--- config.mk ---
export PLATFORM = sky130hd
export DESIGN_NAME = prescaled_counter
export DESIGN_NICKNAME = d
export VERILOG_FILES = /design/src/rtl/prescaled_counter_pkg.sv /design/src/rtl/prescale_tick.sv /design/src/rtl/prescaled_counter.sv
export SDC_FILE = /design/constraint.sdc
export NUM_CORES = 1
export LEC_CHECK = 0
export ABC_AREA = 1
export BUFFER_PORTS_ARGS = -buffer_cell sky130_fd_sc_hd__buf_2
export CAP_MARGIN = 20
export CORE_MARGIN = 5
export CORE_UTILIZATION = 50
export CTS_CLUSTER_SIZE = 8
export DETAILED_ROUTE_END_ITERATION = 6
export HOLD_SLACK_MARGIN = 0.08
export MAX_ROUTING_LAYER = met4
export PLACE_DENSITY = 0.75
export SYNTH_ARGS = -nofsm -noshare
export SYNTH_HDL_FRONTEND = slang
export SYNTH_HIERARCHICAL = 1
export SYNTH_SLANG_ARGS = --single-unit
--- constraint.sdc ---
create_clock -name clk -period 5.5 [get_ports clk]
set_input_delay 0.275 -clock clk [delete_from_list [all_inputs] [get_ports clk]]
set_output_delay 0.275 -clock clk [all_outputs]
set_load 0.01 [all_outputs]
--- src/rtl/prescaled_counter_pkg.sv ---
// Shared constants for the prescaled up/down counter: terminal-mode encodings
// and the prescale limit the board wrapper uses by default.
package prescaled_counter_pkg;

  localparam logic [1:0] MODE_WRAP    = 2'd0;
  localparam logic [1:0] MODE_SAT     = 2'd1;
  localparam logic [1:0] MODE_ONESHOT = 2'd2;

  localparam int PS_LIMIT = 1000;

endpackage

--- src/rtl/prescale_tick.sv ---
// Programmable prescaler: asserts adv for one cycle every ps_limit+1 enabled
// cycles. clr restarts the phase.
module prescale_tick #(
  parameter int PS_WIDTH = 16
) (
  input  logic                clk,
  input  logic                rst,
  input  logic                en,
  input  logic                clr,
  input  logic [PS_WIDTH-1:0] ps_limit,
  output logic                adv
);

  logic [PS_WIDTH-1:0] ps;

  // >= so that lowering ps_limit below the current phase wraps immediately.
  assign adv = en && (ps >= ps_limit);

  always_ff @(posedge clk or posedge rst) begin
    if (rst) begin
      ps <= '0;
    end else if (clr || adv) begin
      ps <= '0;
    end else if (en) begin
      ps <= ps + PS_WIDTH'(1);
    end
  end

endmodule

--- src/rtl/prescaled_counter.sv ---
// Prescaled up/down counter with wrap, saturate and one-shot terminal modes.
// Optional compare flag is built only when PRESCALED_COUNTER_CMP_EN is defined.
module prescaled_counter
  import prescaled_counter_pkg::*;
#(
  parameter int WIDTH    = 24,
  parameter int PS_WIDTH = 16
) (
  input  logic                clk,
  input  logic                rst,
  input  logic                en,
  input  logic                dir,
  input  logic [1:0]          mode,
  input  logic [PS_WIDTH-1:0] ps_limit,
  input  logic                load,
  input  logic [WIDTH-1:0]    load_val,
  input  logic [WIDTH-1:0]    cmp_val,
  output logic [WIDTH-1:0]    count,
  output logic                tick,
  output logic                ovf,
  output logic                running,
  output logic                cmp_match
);

  logic             adv;
  logic             at_term;
  logic             expire;
  logic [WIDTH-1:0] term;
  logic [WIDTH-1:0] next_count;

  assign term       = dir ? '1 : '0;
  assign at_term    = (count == term);
  assign next_count = dir ? count + WIDTH'(1) : count - WIDTH'(1);
  assign expire     = adv && at_term && (mode == MODE_ONESHOT);

  prescale_tick #(
    .PS_WIDTH(PS_WIDTH)
  ) u_prescale (
    .clk      (clk),
    .rst      (rst),
    .en       (en & running),
    .clr      (load | expire),
    .ps_limit (ps_limit),
    .adv      (adv)
  );

  // load outranks adv; an advance on the same edge is dropped without a tick.
  always_ff @(posedge clk or posedge rst) begin
    if (rst) begin
      count   <= '0;
      tick    <= 1'b0;
      ovf     <= 1'b0;
      running <= 1'b1;
    end else begin
      tick <= 1'b0;
      ovf  <= 1'b0;
      if (load) begin
        count   <= load_val;
        running <= 1'b1;
      end else if (adv) begin
        tick <= 1'b1;
        if (!at_term) begin
          count <= next_count;
        end else begin
          ovf <= 1'b1;
          case (mode)
            MODE_SAT:     count <= count;
            MODE_ONESHOT: begin
              count   <= load_val;
              running <= 1'b0;
            end
            default:      count <= next_count;
          endcase
        end
      end
    end
  end

`ifdef PRESCALED_COUNTER_CMP_EN
  always_ff @(posedge clk or posedge rst) begin
    if (rst) begin
      cmp_match <= 1'b0;
    end else begin
      cmp_match <= (count == cmp_val);
    end
  end
`else
  logic unused_cmp_val;
  assign unused_cmp_val = ^cmp_val;
  assign cmp_match      = 1'b0;
`endif

endmodule

### Word level (Yosys, flattened, before mapping)

Cells that the tools add are included.

* bits in registers: 43

* $add $sub $neg: 3
* magnitude comparators: 1
* eq/ne operators: 4
* multiplexer cells: 17
* bitwise gates (word level): 2
* reductions and logical operators: 10

Operators by type and width (count)
* 2-to-1 mux 24 bit: 5
* case mux 24 bit (2 select lines): 1
* 2-to-1 mux 16 bit: 2
* adder 24 x 1 -> 24 bit, second input constant: 1
* == test 24 bit: 1
* subtractor 24 x 1 -> 24 bit, second input constant: 1
* adder 16 x 1 -> 16 bit, second input constant: 1
* greater-or-equal comparator 16 bit: 1
* 2-to-1 mux 1 bit: 9
* nonzero test 2 bit: 4
* logical AND 1 bit: 3
* != test 3 bit, second input constant: 1
* AND reduction 3 bit: 1
* == test 2 x 1 -> 1 bit, second input constant: 1
* == test 2 bit, second input constant: 1
* AND reduction 2 bit: 1
* AND 1 bit: 1
* logical OR 1 bit: 1
* bitwise OR 1 bit: 1

### Depth between registers and ports, before layout

Gate-level depths: netlist (run 1).

* word-level depth: 7
* gate-level depth with buffers: 23
* depth with buffers taken out: 23

### By module

The synthesis (run 1) kept the hierarchy.

By module, submodules not included
* prescaled_counter: times used 1, cells each 552, area an instance 3145.5 sq um
* prescale_tick: times used 1, cells each 170, area an instance 1275.0 sq um

### Worst setup path before layout (run 1)

OpenSTA, ideal clock, no wires.

* path kind: input to register
* start: input dir
* end: register u_prescale.ps[13]
* setup time: 123 ps
* arrival time: 2645 ps
* data required time: 5377 ps
* setup slack: 2732 ps
* cell stages on the path: 15
* buffers on the path: 0
* cells stage by stage: inv_1 ha_1 nand2_2 nor2_4 nand2_1 nor2_2 nand3_1 o21ai_0 nor2_2 nor2_4 nand3_2 nor2_1 nand3_1 xor2_1 nor2_1

* longest elaborated chain between the ends: 7

Ends and longest elaborated chain
* start: declaration: line prescaled_counter.sv:12 `input logic dir,`
* 2-to-1 mux 24 bit (*): line prescaled_counter.sv:31 `assign term = dir ? '1 : '0;`
* == test 24 bit (*): line prescaled_counter.sv:32 `assign at_term = (count == term);`
* logical AND 1 bit (*) (2 in series): line prescaled_counter.sv:34 `assign expire = adv && at_term && (mode == MODE_ONESHOT);`
* bitwise OR 1 bit (*): line prescaled_counter.sv:42 `.clr (load | expire),`
* logical OR 1 bit (*): line prescale_tick.sv:22 `end else if (clr || adv) begin`
* 2-to-1 mux 16 bit / nonzero test 2 bit (equally long branches)
* end signal: assignment: line prescale_tick.sv:25 `ps <= ps + PS_WIDTH'(1);`
* end: declaration: line prescale_tick.sv:14 `logic [PS_WIDTH-1:0] ps;`

Every way passes the cells marked *; elsewhere a longest branch is shown, timed or not.
A chain may end at the register's enable or synchronous reset.

### Final worst setup path (run 1)

Ends and elaborated chain as after synthesis.

==> metrics.txt, run 1 <==
final WL=between 10000 and 15000 um; Warnings, synthesis=6; Sw Ratio=roughly 43%; DP Area=between 4000 and 5000 um^2; final instance area=approximately 5000 um^2; area of the core=8678 um^2; hpwl dp=between 9000 and 10000 um; row cnt=34; layout cells sized above 1=a little over an eighth; Syn Std Cell Area=4420 um^2; Psw=roughly 550 uW; routability cong.=0.9046; top_reg_cell synth=dfrtp_1; crit share post-route=between 50% and 60%; layout filler cell count=910; DR vias/cell=4.900; Worst setup SP type=primary input; leading area contributor after synthesis=dfrtp_1; CP required=5680 ps; largest net degree at the start of global routing=27; Avg Cell Area, Syn=6.123 um^2; Antenna Cells=0; clk slew on worst S/H paths=90 ps; clk sink count=43; worst reg-to-reg path cell count=14; Worst Setup End Kind=register; starting DRC count in detailed routing=174; Clock Tree Buf Depth=2; post-detailed-route wirelength per cell=around 12 um; Worst Tran Pin Value=approximately 900 ps; total CTS buffers=5; Die Ht=~100 um; DR pass1 iterations=5; Yosys reg bits=43; Ports=99; first-pass GRT wire length=approximately 19000 um; critical path class=primary input to register; Worst VDD drop=around 0.00012 V; # Post-CTS Setup Buffers=0; status=complete, no violations; H-tree depth=2; number of setup violations in the final report=0; Unique masters post-synth=32; number of port buffers=73; Hold Path Stages=2; DIE WIDTH=~100 um; crit path DAT=~3400 ps; insertion delay to the later sink of the worst-skew pair=310 ps; r2r setup slk=2570 ps; clk_skew=4.938 ps; Logic pwr share=49.1%; Post-synth top cells=nand2_1, inv_1, nor2_1; Async S/R FF share, synth=100.0%; fin. max-slew vios=0; die footprint=10820 um^2; top cell type's share of synthesized area=23.78%; synthesized netlist cell count=722; Final Hold Vio Count=0; TNS Setup=0 ps; max_cap viols=0; area grow syn2layout=12.60%; crit-path max FO=24; syn nets=833; Non-Filler Instances=904; Min-Delay Path Class=primary input to register; # nets final=906; CTS tree=done; Seq/Total Area, Yosys=24.37%; P_int=720.3 uW; GRT Total Usage=21.13%; Power Dens Cells=255.8 nW/um^2; placed insts=895; EDFF count, synth=0; RSZ-0062 raised after global routing=false; headroom to the max-slew limit=39.31%; Vias=4430; root buffer cell=clkbuf_8; Final Core Density=57.35%; vias in the first global route=4303; Seq. cell area=about 1100 um^2; Max Clock Freq=307.0 MHz; antenna violations before repair=0; LEAKAGE=0.002976 uW; total congestion overflow=0; Clk pwr share=approximately 20%; Tmin final=between 3000 and 4000 ps; DRC=0; part of the power in registers=between 30% and 40%; Initial Utilization=50.94%; Antenna Nets Post-Route=0; count leader, synth=nand2_1; Multi-input gate area=2721 um^2; top cells by area, synth=dfrtp_1, nand2_1, inv_1
-- per-layer routing --
metal | GRT usage [%] | vias to the layer above | routed length, um
met5 | - | - | 0
met4 | 4.995 | 0 | 142
met3 | 2.980 | 16 | 395
met2 | 37.07 | 83 | 5534
met1 | 25.64 | 1992 | 5133
li1 | - | 2339 | -
-- metrics by stage --
| stage | hold slack [ps] | worst slack [ps] | power [uW] |
|---|---|---|---|
| finish | 152.8 | 2243 | 1273 |
| global route | 147.1 | 1872 | 1388 |
| detailed placement | 389.0 | 1847 | 1017 |
| global placement | 386.5 | 1899 | 1002 |
| floorplan | 188.7 | 2732 | 851.3 |
| CTS | 153.4 | 2158 | 1281 |
-- power groups by stage --
| stage | clock [uW] | combinational, uW | sequential [uW] |
|---|---|---|---|
| detailed placement | 0 | 622 | 395 |
| finish | 259 | 626 | 388 |
| global placement | 0 | 609 | 393 |
| floorplan | 0 | 446 | 405 |
| CTS | 267 | 626 | 388 |
| global route | 277 | 716 | 394 |
-- path summary, 6_finish.rpt --
kind	startpoint	end
max	dir	u_prescale/ps[13]
max in group asynchronous	rst	count[7]
min	load	tick
min reg2reg	count[16]	count[16]
max reg2reg	count[15]	u_prescale/ps[13]
min in group asynchronous	rst	u_prescale/ps[14]
-- what timing repair did --
| item | 4_1_cts | 5_1_grt |
|---|---|---|
| endpoints found under the hold margin | 16 | 0 |
| hold buffers | 1 | 0 |
| resized for setup | 0 | 0 |
| setup endpoints to repair | 0 | 0 |
-- layout by cell type, fill, tap and decap left out, drive strengths merged, types with 2 or more instances in the layout --
master,instances
nand3,52
nor2,77
dfrtp,42
xor2,11
nor3,6
and2,2
nand2,272
buf,75
clkbuf,5
clkinv,2
xnor2,11
a21oi,32
nand4,9
or2,3
inv,138
ha,39
o21ai,11
nand3b,2
-- sequential cells by signal, summed over array words and instances (netlist names) --
name	count
tick	1
running	1
u_prescale/ps	16
count	24
ovf	1
-- critical path, stage by stage --
cell and delay, ps:
buf_2 130, inv_1 660, ha_1 370, nand2_1 130
nor2_2 160, nand2_1 130, nor2_2 140, nand3_1 120
o21ai_0 400, nor2_2 150, nor2_4 170, nand3_2 130
nor2_1 150, nand3_1 100, xor2_1 160, nor2_1 50
-- area by class of cell --
class	instances	share of cell area (%)
inverters	138	10.46
clock buffers	5	1.383
flip-flops and latches	43	21.64
multi-input cells	531	54.68
repair buffers	76	8.245
well taps	108	2.715
clock inverters	3	0.8798
-- cells by family (layout without fill, tap and decap cells) --
family	Yosys count	after routing	synth area share, %
AO/OA/AOI/OAI	45	45	5.548
XOR/XNOR	22	22	4.359
adder cells (fa/ha/maj)	40	40	11.49
buffers and inverters	148	222	14.07
flip-flops	43	43	24.37
other	1	1	0.08483
AND/OR/NAND/NOR	423	423	40.08
Power figures use the tool's default switching activity.
==> inputs of run 2 (changes only) <==
clock period = 3.2 ns   (was 5.5 ns; I/O delays follow)
==> run 2 against run 1 <==
  * Via count hardly changed
  * Global-route usage increased by 0.35 points
  * Wire length increased by 1.5%
  * Critical path depth rose by 1
  * Design area increased by 1.1%
  * Clock power is 100% higher
  * Register-to-register slack got worse by 2200 ps
  * Power is 78% higher
  * Non-clock buffer count grew 4
  * Critical path type is now register to register
==> metrics.txt, run 2 (synthesis results as in run 1) <==
root buffer cell=clkbuf_8; crit share post-route=87.33%; clk_skew=5.479 ps (+0.5403 ps); insertion delay to the later sink of the worst-skew pair=310 ps (about the same); Non-Filler Instances=908 (+0.44%); Sw Ratio=41.75% (-1.7 points); Antenna Cells=0 (unchanged); number of setup violations in the final report=0 (unchanged); row cnt=34 (unchanged); hold slack=130.0 ps (-22.83 ps); total congestion overflow=0 (unchanged); total CTS buffers=5 (unchanged); area grow syn2layout=13.78%; clk sink count=43 (unchanged); Worst Setup End Kind=register; Worst VDD drop=0.0003153 V (+150%); Worst setup SP type=register; DRC=0 (unchanged); most frequent cells in the layout=nand2_1, inv_1, buf_2; LEAKAGE=0.003002 uW (+0.86%); Worst Tran Pin Value=688.6 ps (-220.9 ps); # nets final=910 (+0.44%); headroom to the max-slew limit=54.05% (+15 points); part of the power in registers=29.4% (-1.1 points); Initial Utilization=50.94% (unchanged); routability cong.=1.005 (+11%); critical path class=register to register; Die Ht=104.0 um (unchanged); Min-Delay Path Class=primary input to register; Logic pwr share=47.6% (-1.5 points); hpwl dp=9293 um (+1.2%); Ports=99 (unchanged); DIE WIDTH=104.0 um (unchanged); Clock Tree Buf Depth=2 (unchanged); post-detailed-route wirelength per cell=12.53 um (+1.1%); max_cap viols=0 (unchanged); GRT Total Usage=21.48% (+0.35 points); layout cells sized above 1=13.63% (+0.18 points); layout filler cell count=908 (-0.22%); # Post-CTS Setup Buffers=0 (unchanged); crit-path max FO=6 (-75%); placed insts=898 (+0.34%); RSZ-0062 raised after global routing=false; crit path DAT=3030 ps (-410 ps); Max Clock Freq=between 300 and 400 MHz; Final Hold Vio Count=0 (unchanged); first-pass GRT wire length=19170 um (+0.51%); top flop regs=count x24, u_prescale/ps x16; DR pass1 iterations=4 (-1); Seq. cell area=1077 um^2 (unchanged); CTS tree=done; P_int=1321 uW (+83%); Antenna Nets Post-Route=0 (unchanged); Reg with most FFs=count; Tmin final=2795 ps; TNS Setup=0 ps (unchanged); DR vias/cell=4.880 (-0.42%); clk slew on worst S/H paths=90 ps (about the same); Multi-input gate area=2721 um^2 (unchanged); most common cell after layout, fill and taps aside=nand2_1; H-tree depth=2 (unchanged); Critical Path Max Stage Delay=460 ps (-200 ps); Power Dens Cells=450.9 nW/um^2 (+76%); area of the core=8678 um^2 (unchanged); vias in the first global route=4215 (-2.0%); final WL=11370 um (+1.5%); number of port buffers=73 (unchanged); antenna violations before repair=0 (unchanged); CP required=3430 ps (-2250 ps); Critical Path, Cell by Cell=ha_1 -> nand4_1 -> nor3_1 -> nand2_1 -> nand2_1 -> nand2_1 -> inv_1 -> inv_1 -> o21ai_1 -> nor2_2 -> nor3_4 -> nand3_2 -> nor2_4 -> nand3_1 -> nand2_1 -> nand2_1 -> nor2_1; slowest CP cell=dfrtp_1; Clk pwr share=23.0% (+2.6 points); status=complete, no violations; cell mode on critical path=nand2_1; starting DRC count in detailed routing=186 (+6.9%); largest net degree at the start of global routing=27 (unchanged); die footprint=10820 um^2 (unchanged); Psw=946.7 uW (+71%); fin. max-slew vios=0 (unchanged); max FFs per register=24 (unchanged); Vias=4431 (+0.023%)
run 2: cell type report:
cell class | count | share of cell area (%)
Multi-Input combinational cell | 531 | 54.10
Sequential cell | 43 | 21.42
Inverter | 138 | 10.35
Timing Repair Buffer | 80 | 8.806
Tap cell | 108 | 2.687
Clock buffer | 6 | 1.443
Clock inverter | 2 | 1.194
run 2: critical path, delay by kind of cell, from the launching register on:
kind	cells	cell delay [ps]
AO/OA/AOI/OAI	1	290
AND/OR/NAND/NOR	13	1520
flip-flops	1	460
adder cells (fa/ha/maj)	1	350
buffers and inverters	2	120
run 2: final timing paths:
path                                         from           endpoint  slack (ps)  cells after the start
worst min register to register          count[13]          count[13]         520                      2
max in group asynchronous                     rst          count[10]        2190                      4
worst max register to register  u_prescale/ps[11]  u_prescale/ps[12]         410                     17
worst max-delay path            u_prescale/ps[11]  u_prescale/ps[12]         410                     17
min in group asynchronous                     rst  u_prescale/ps[10]         480                      3
worst min-delay path                 load_val[11]          count[11]         130                      3
run 2: power by group through the flow:
stage          Combinational (uW)  Clock [uW]  Sequential, uW
2_1_floorplan                 767           0             697
3_3_place_gp                 1060           0             675
3_5_place_dp                 1080           0             676
4_1_cts                      1080         536             667
5_1_grt                      1230         559             676
6_report                     1080         523             666
run 2: layer usage:
metal  GRT usage (%)  routed length, um  vias up  part of all wire (%)
met4           6.938                233        0                   2.0
met2           36.57               5533       89                    49
li1                -                  -     2349                     -
met3           3.290                528       19                   4.6
met5               -                  0        -                     0
met1           26.06               5079     1974                    45
run 2: timing repair:
item,in CTS,in global routing
gates resized for setup,0,1
hold endpoints to repair,30,0
hold buffers,2,0
setup endpoints to repair,0,4
run 2: metrics by stage:
step | area, um^2 | power [uW] | util (%) | setup WS, ps
2_1_floorplan | 4420 | 1463 | - | 547.5
3_3_place_gp | 4850 | 1731 | 55.88 | 182.1
3_5_place_dp | 4877 | 1754 | 56.20 | 99.79
4_1_cts | 5030 | 2287 | 57.96 | 258.5
5_1_grt | 5030 | 2466 | 57.96 | 109.0
6_report | 5030 | 2268 | 57.96 | 405.4
